--- src/rtl/ahb_master_fsm.sv ---
// AHB-Lite command engine of the AXI-to-AHB bridge: pops one command from the
// clock-crossing FIFOs, runs a single AHB transfer and pushes the result back.
module ahb_master_fsm #(
   parameter int AXI_ID_WIDTH = 8
) (
   input  logic                    hclk,
   input  logic                    hreset,
   input  logic                    ahb_write,
   input  logic                    state_fifo_empty,
   output logic                    state_r_en,
   input  logic [31:0]             ahb_addr,
   input  logic                    addr_fifo_empty,
   output logic                    addr_r_en,
   input  logic [2:0]              ahb_size,
   input  logic                    size_fifo_empty,
   output logic                    size_r_en,
   input  logic [AXI_ID_WIDTH:0]   ahb_id,
   input  logic                    id_send_fifo_empty,
   output logic                    id_send_r_en,
   input  logic [63:0]             ahb_data,
   input  logic                    data_fifo_empty,
   output logic                    data_r_en,
   input  logic                    rdata_fifo_full,
   output logic                    rdata_w_en,
   output logic [63:0]             ahb_rdata,
   input  logic                    resp_fifo_full,
   output logic                    resp_w_en,
   output logic [1:0]              ahb_resp,
   input  logic                    id_resp_fifo_full,
   output logic                    id_resp_w_en,
   output logic [AXI_ID_WIDTH+1:0] ahb_id_resp,
   output logic [31:0]             haddr,
   output logic [1:0]              htrans,
   output logic                    hwrite,
   output logic [2:0]              hsize,
   output logic [2:0]              hburst,
   output logic [3:0]              hprot,
   output logic [63:0]             hwdata,
   input  logic [63:0]             hrdata,
   input  logic                    hready,
   input  logic                    hresp
);

   typedef enum logic [1:0] {IDLE, ADDR, DATA} state_t;

   state_t                    state_q, state_d;
   logic                      cmd_write_q;
   logic [31:0]               cmd_addr_q;
   logic [2:0]                cmd_size_q;
   logic [AXI_ID_WIDTH:0]     cmd_id_q;
   logic [63:0]               cmd_data_q;
   logic                      err_q, err_d;
   logic                      rdata_w_en_q, rdata_w_en_d;
   logic                      rsp_w_en_q, rsp_w_en_d;
   logic [63:0]               rdata_q;
   logic [1:0]                resp_q, resp_d;
   logic [AXI_ID_WIDTH+1:0]   id_resp_q;
   logic                      start;
   logic                      pop;
   logic                      done;
   logic                      cmd_last;

   assign cmd_last = cmd_id_q[AXI_ID_WIDTH];

   // Everything needed for the whole transfer must be available up front,
   // so a command is never popped partially or left without a result slot.
   always_comb begin
      start = !state_fifo_empty && !addr_fifo_empty && !size_fifo_empty &&
              !id_send_fifo_empty && !resp_fifo_full && !id_resp_fifo_full &&
              (ahb_write ? !data_fifo_empty : !rdata_fifo_full);
      pop   = (state_q == IDLE) && start;
      done  = (state_q == DATA) && hready;
   end

   assign state_r_en   = pop;
   assign addr_r_en    = pop;
   assign size_r_en    = pop;
   assign id_send_r_en = pop;
   assign data_r_en    = pop && ahb_write;

   always_comb begin
      state_d = state_q;
      unique case (state_q)
         IDLE:    if (start)  state_d = ADDR;
         ADDR:    if (hready) state_d = DATA;
         DATA:    if (hready) state_d = IDLE;
         default: state_d = IDLE;
      endcase
   end

   always_comb begin
      err_d        = err_q;
      rdata_w_en_d = 1'b0;
      rsp_w_en_d   = 1'b0;
      resp_d       = hresp ? 2'b10 : 2'b00;
      if (done) begin
         if (cmd_write_q) begin
            // Error on any beat of a write burst is reported on the last beat.
            if (err_q || hresp) resp_d = 2'b10;
            if (cmd_last) begin
               rsp_w_en_d = 1'b1;
               err_d      = 1'b0;
            end else begin
               err_d = err_q | hresp;
            end
         end else begin
            rdata_w_en_d = 1'b1;
            rsp_w_en_d   = 1'b1;
         end
      end
   end

   always_ff @(posedge hclk or posedge hreset) begin
      if (hreset) begin
         state_q      <= IDLE;
         cmd_write_q  <= 1'b0;
         cmd_addr_q   <= '0;
         cmd_size_q   <= '0;
         cmd_id_q     <= '0;
         cmd_data_q   <= '0;
         err_q        <= 1'b0;
         rdata_w_en_q <= 1'b0;
         rsp_w_en_q   <= 1'b0;
         rdata_q      <= '0;
         resp_q       <= '0;
         id_resp_q    <= '0;
      end else begin
         state_q      <= state_d;
         err_q        <= err_d;
         rdata_w_en_q <= rdata_w_en_d;
         rsp_w_en_q   <= rsp_w_en_d;
         if (pop) begin
            cmd_write_q <= ahb_write;
            cmd_addr_q  <= ahb_addr;
            cmd_size_q  <= ahb_size;
            cmd_id_q    <= ahb_id;
            cmd_data_q  <= ahb_write ? ahb_data : '0;
         end
         if (rdata_w_en_d) rdata_q <= hrdata;
         if (rsp_w_en_d) begin
            resp_q    <= resp_d;
            id_resp_q <= {cmd_write_q, cmd_id_q};
         end
      end
   end

   assign rdata_w_en   = rdata_w_en_q;
   assign resp_w_en    = rsp_w_en_q;
   assign id_resp_w_en = rsp_w_en_q;
   assign ahb_rdata    = rdata_q;
   assign ahb_resp     = resp_q;
   assign ahb_id_resp  = id_resp_q;

   assign htrans = (state_q == ADDR) ? 2'b10 : 2'b00;
   assign haddr  = cmd_addr_q;
   assign hwrite = cmd_write_q;
   assign hsize  = cmd_size_q;
   assign hwdata = cmd_data_q;
   assign hburst = 3'b000;
   assign hprot  = 4'b0011;

endmodule

--- config.mk ---
export PLATFORM = sky130hd
export DESIGN_NAME = ahb_master_fsm
export DESIGN_NICKNAME = d
export VERILOG_FILES = /design/src/rtl/ahb_master_fsm.sv
export SDC_FILE = /design/constraint.sdc
export NUM_CORES = 1
export LEC_CHECK = 0
export BUFFER_PORTS_ARGS = -buffer_cell sky130_fd_sc_hd__buf_2
export CAP_MARGIN = 20
export CORE_ASPECT_RATIO = 1.4
export CORE_MARGIN = 4
export CORE_UTILIZATION = 29
export CTS_CLUSTER_SIZE = 30
export DETAILED_ROUTE_END_ITERATION = 7
export GPL_TIMING_DRIVEN = 0
export PLACE_DENSITY = 0.61
export SKIP_CTS_REPAIR_TIMING = 1
export SYNTH_ARGS = -nofsm -noshare
export SYNTH_HDL_FRONTEND = slang
export SYNTH_SLANG_ARGS = --single-unit
--- constraint.sdc ---
create_clock -name hclk -period 13.3 [get_ports hclk]
set_input_delay 0.665 -clock hclk [delete_from_list [all_inputs] [get_ports hclk]]
set_output_delay 0.665 -clock hclk [all_outputs]
set_load 0.1 [all_outputs]
Word-level counts from Yosys, hierarchy flattened
Cells that the tools add are included.

Memory bits (read-only): 0. RAM bits: 0. Logic and storage cells: 56. Memories: 0. Bits in latches: 0. Output and inout bits: 193. Bits of input ports: 185. Register bits: 190.

Equal/unequal tests: 5. Order comparisons: 0. Bitwise operators: 1. $add $sub $neg: 0. Reductions and logical operators: 21. Mux-type cells: 17. Multipliers: 0. Div/mod/pow operators: 0. Shift operators: 0.

Operator list (number): $mux 64 (1); $mux 2 (8); $logic_and 1x1->1 (9); $logic_not 1->1 (8); $mux 1 (7); $ne 2x2->1 const B (3); $pmux 2 s3 (1); $reduce_and 3->1 (1); $eq 2x1->1 const B (1); $eq 2x2->1 const B (1); $logic_not 2->1 (1); $reduce_and 2->1 (1); $logic_or 1x1->1 (1); $or 1x1->1 (1).

Depth between registers and ports, before layout
Depth after elaboration: 9. Mapped depth: 6. Mapped depth without buffers: 4.

Least setup slack after synthesis
Ideal clock, no wire load.

Kind: input to output. From: input port size_fifo_empty. To: output port id_send_r_en. Path slack: 10078 ps. Stages on the path: 6. Data required time: 12635 ps. Path buffers: 3. Data arrival time: 2557 ps. Cells stage by stage: nor4_1 -> nand3_1 -> buf_2 -> buf_2 -> inv_1 -> buf_4.

Longest elaborated chain between the ends: 7.

Ends and longest elaborated chain: from (decl) (RTL line 15) `input logic size_fifo_empty,`; $logic_not 1->1 (RTL line 68) `start = !state_fifo_empty && !addr_fifo_empty && !size_fifo_empty &&`; $logic_and 1x1->1 (2 in a row) (RTL line 68); $logic_and 1x1->1 (3 in a row) (RTL line 69) `!id_send_fifo_empty && !resp_fifo_full && !id_resp_fifo_full &&`; $logic_and 1x1->1 (RTL line 71) `pop = (state_q == IDLE) && start;`; to (decl) (RTL line 19) `output logic id_send_r_en,`.

No other way between the ends.

Worst setup path in the final report
From: register state_q[0]. To: output port state_r_en.

Longest elaborated chain between the ends: 2.

Ends and longest elaborated chain: from (decl) (RTL line 46) `state_t state_q, state_d;`; from (signal assigned) (RTL line 128) `state_q <= state_d;`; $logic_not 2->1 (RTL line 71); $logic_and 1x1->1 (RTL line 71); to (decl) (RTL line 10) `output logic state_r_en,`.

No other way between the ends.

==> out/results.tsv <==
stage	metric	value	unit
status	outcome	finished, final reports clean	
power_and_ir_drop	seqPwrFrac	0.311	
cells_and_area	drive_above_1_share	0.568	
clock_tree	tritoncts.num_buffers	17	
grt	grt_usage	0.147	
sta	achievable-frequency	0.295	GHz
power_and_ir_drop	p_leak	6.34	nW
synthesis	synthTopCellsByCount	sky130_fd_sc_hd__dfrtp_1 (189), sky130_fd_sc_hd__mux2_2 (93), sky130_fd_sc_hd__inv_1 (68)	
setup_path	cpMaxStageDelayCell	sky130_fd_sc_hd__nor4_2	
grt	antenna_found_initial	2	
synthesis	syn-cell-area	7690	µm²
floorplan	chipWidth	146	µm
synthesis	synth_top_area_cell	sky130_fd_sc_hd__dfrtp_1	
power_and_ir_drop	vdd.ir_drop.worst	0.0843	mV
power_and_ir_drop	share_of_total_power_in_combinational_logic	0.460	
floorplan	core_region_area	26100	µm²
clock_tree	numClockSinks	189	
synthesis	synth_area_leaders	sky130_fd_sc_hd__dfrtp_1 (62%), sky130_fd_sc_hd__mux2_2 (14%), sky130_fd_sc_hd__mux2i_1 (8.5%)	
floorplan	dieArea	29200	µm²
cells_and_area	layout.nets	1147	
sta	timing.clock.skew	0.00823	ns
routing	ant_nets	0	
synthesis	yosys_register_bits	189	
routing	route.detailed.wl_per_inst	16.4	µm
setup_path	worstSetupPathDepth	7	
floorplan	io_pins	378	
routing	drt-pass1-iter-count	4	
setup_path	path_cells	nor4_2, nand3_1, buf_2, buf_2, inv_1, buf_4, buf_2	
power_and_ir_drop	share_clk_of_total_power	0.229	
synthesis	synthDominantCellAreaShare	0.615	
setup_path	cp.arrival	2.73	ns
setup_path	most_used_cell_along_the_critical_path	sky130_fd_sc_hd__buf_2	
sta	hold_viol_final	0	
synthesis	synth_area_per_cell	13.6	µm²
grt	grt-ovfl-total	0	
floorplan	placementRows	70	
synthesis	synth-main-ff-cell	sky130_fd_sc_hd__dfrtp_1	
worst_hold_path	worstHoldPathType	in2async	
sta	layout_worst_path_cycle_share	0.255	
sta	timing.max_slew.rel_slack	0.523	
place	placement.io_buffers	368	
setup_path	worst-setup-path-type	reg2out	
cells_and_area	antennaDiodeCount	0	
sta	layout_min_cycle_time	3.40	ns
setup_path	slowest_delay	0.45	ns
place	routabilityCongestion	0.786	
synthesis	synth-edff-count	0	
job	max_capacitance_violation_total	0	
synthesis	ys_seq_area_frac	0.615	
sta	slew_viol_final	0	
sta	rsz_0062_raised_after_global_routing	false	
routing	routed_wl	21200	µm
cells_and_area	area_growth_syn_to_layout	38.1	%
place	place.detailed.hpwl	16600	µm
power_and_ir_drop	power	2.38	mW
sta	worstMarginPinSlew	0.716	ns
synthesis	synthMostInstantiatedCell	sky130_fd_sc_hd__dfrtp_1	
sta	setup_viol	0	
clock_tree	clk_root_buffer_cell	sky130_fd_sc_hd__clkbuf_16	
setup_path	critical_path.startpoint_type	flop	
power_and_ir_drop	power_per_cell_area	224	nW/µm²
setup_path	critical_path_buffer_and_inverter_count	5	
setup_path	crit_path_end_kind	output port	
grt	largest_net_degree_at_the_start_of_global_routing	118	
sta	finalSetupTns	0	ns
synthesis	ys_async_sr_fraction	1.00	
clock_tree	cts.clk_slew.worst_paths	0.07	ns
synthesis	synth.yosys.warnings	0	
floorplan	initial_utilization	0.294	
routing	via_per_inst	4.29	
setup_path	crit_required	12.64	ns
setup_path	timing.critical_path.max_delay_family	buffers and inverters	
setup_path	critical_path.max_fanout	10	
routing	post-route-drc-count	0	
clock_tree	cts.path.max_buffers	2	
setup_path	timing.reg2reg.worst_path_depth	5	
synthesis	synth_cell_type_count	24	
grt	grt_pass1_vias	6042	
power_and_ir_drop	p_int	1.16	mW
routing	drt-initial-drc-count	149	
synthesis	cells_after_synth	567	
clock_tree	cts_tree	done	
clock_tree	ctsHtreeMaxLevel	4	
grt	grt_first_pass_wirelength	33700	µm
power_and_ir_drop	swShare	0.512	
clock_tree	clk-insertion-delay-late	0.43	ns
floorplan	die_height	201	µm
power_and_ir_drop	netSwitchingPower	1.22	mW
routing	num_vias	5579	
-- worst paths after layout --
kind / start / to / slack (ns)
max in group asynchronous: hreset / hwdata[6]$_DFFE_PP0P_ / 12.04
worst min register to register: ahb_id_resp[9]$_DFFE_PP0P_ / ahb_id_resp[9]$_DFFE_PP0P_ / 0.50
min in group hclk: hrdata[42] / ahb_rdata[42]$_DFFE_PP0P_ / 0.46
worst max register to register: state_q[0]$_DFFE_PP0P_ / haddr[8]$_DFFE_PP0P_ / 11.26
worst max-delay path: state_q[0]$_DFFE_PP0P_ / state_r_en / 9.90
worst min-delay path: hreset / haddr[12]$_DFFE_PP0P_ / 0.27
-- worst register-to-register path: stages, from the launching register on --
cell	delay, ns
sky130_fd_sc_hd__dfrtp_1	0.42
sky130_fd_sc_hd__nor4_2	0.45
sky130_fd_sc_hd__nand3_1	0.22
sky130_fd_sc_hd__buf_2	0.29
sky130_fd_sc_hd__buf_6	0.23
sky130_fd_sc_hd__mux2_4	0.32
-- cells in the final DEF (no fill, tap or decap), types with 2 or more instances in the layout --
cell                         instances
sky130_fd_sc_hd__o21ai_0             4
sky130_fd_sc_hd__clkinv_2            2
sky130_fd_sc_hd__buf_4              18
sky130_fd_sc_hd__mux2i_1            65
sky130_fd_sc_hd__bufinv_16           3
sky130_fd_sc_hd__inv_6               4
sky130_fd_sc_hd__clkbuf_1            7
sky130_fd_sc_hd__nand2_1            65
sky130_fd_sc_hd__conb_1              9
sky130_fd_sc_hd__inv_8               3
sky130_fd_sc_hd__nand2b_1            3
sky130_fd_sc_hd__clkinvlp_4          3
sky130_fd_sc_hd__a31oi_1             2
sky130_fd_sc_hd__nor2_1              2
sky130_fd_sc_hd__buf_6               3
sky130_fd_sc_hd__clkbuf_16          17
sky130_fd_sc_hd__mux2_4             24
sky130_fd_sc_hd__buf_2             380
sky130_fd_sc_hd__inv_1              67
sky130_fd_sc_hd__mux2_2             93
sky130_fd_sc_hd__a21oi_1             2
sky130_fd_sc_hd__dfrtp_1           189
-- cell type report --
cell class              instances  area (µm²)
clock inverters                14         180
clock buffers                  18         439
inverters                      68         263
multi-input cells             277        2470
repair buffers                369        1870
flip-flops and latches        189        4730
fillers                      2557       15500
well taps                     324         405
plain buffers                  40         255
-- through the flow --
step / cells / cell area [µm²] / utilization / setup WS, ns / hold WS (ns)
after floorplan: 574 / 7710 / - / 7.49 / 0.476
after global placement: 1266 / 9960 / 0.382 / 5.16 / 0.480
after detailed placement: 1267 / 9990 / 0.383 / 10.00 / 0.488
after CTS: 1299 / 10600 / 0.407 / 9.81 / 0.276
after global routing: 1299 / 10600 / 0.407 / 9.65 / 0.285
final: 1299 / 10600 / 0.407 / 9.90 / 0.267
-- flip-flops by register name, summed over array words and instances, names as in the netlist --
signal        count
ahb_rdata        64
hwdata           64
haddr            32
ahb_id_resp      10
cmd_id_q          9
hsize             3
state_q           2
ahb_resp          1
err_q             1
hwrite            1
id_resp_w_en      1
rdata_w_en        1
-- logic make-up (layout without fill, tap and decap cells) --
| family | count (synthesis) | in the layout | share of synthesized area |
|---|---|---|---|
| flops | 189 | 189 | 0.615 |
| mux | 182 | 182 | 0.268 |
| buf+inv | 108 | 509 | 0.0664 |
| compound gates | 10 | 10 | 0.00781 |
| simple gates | 76 | 76 | 0.0417 |
| other cells | 2 | 9 | 0.000977 |
-- routing by layer --
layer	track usage	share of wire
met1	0.160	0.38
met2	0.263	0.51
met3	0.0515	0.083
met4	0.0557	0.022
met5	0	0.0013
-- power groups by stage --
stage / logic, mW / registers (mW) / clock network (mW)
global placement: 1.09 / 0.747 / 0
floorplan: 0.135 / 1.52 / 0
CTS: 1.10 / 0.740 / 0.567
detailed placement: 1.10 / 0.749 / 0
global route: 1.13 / 0.754 / 0.588
finish: 1.09 / 0.738 / 0.545
Power figures use the tool's default switching activity.
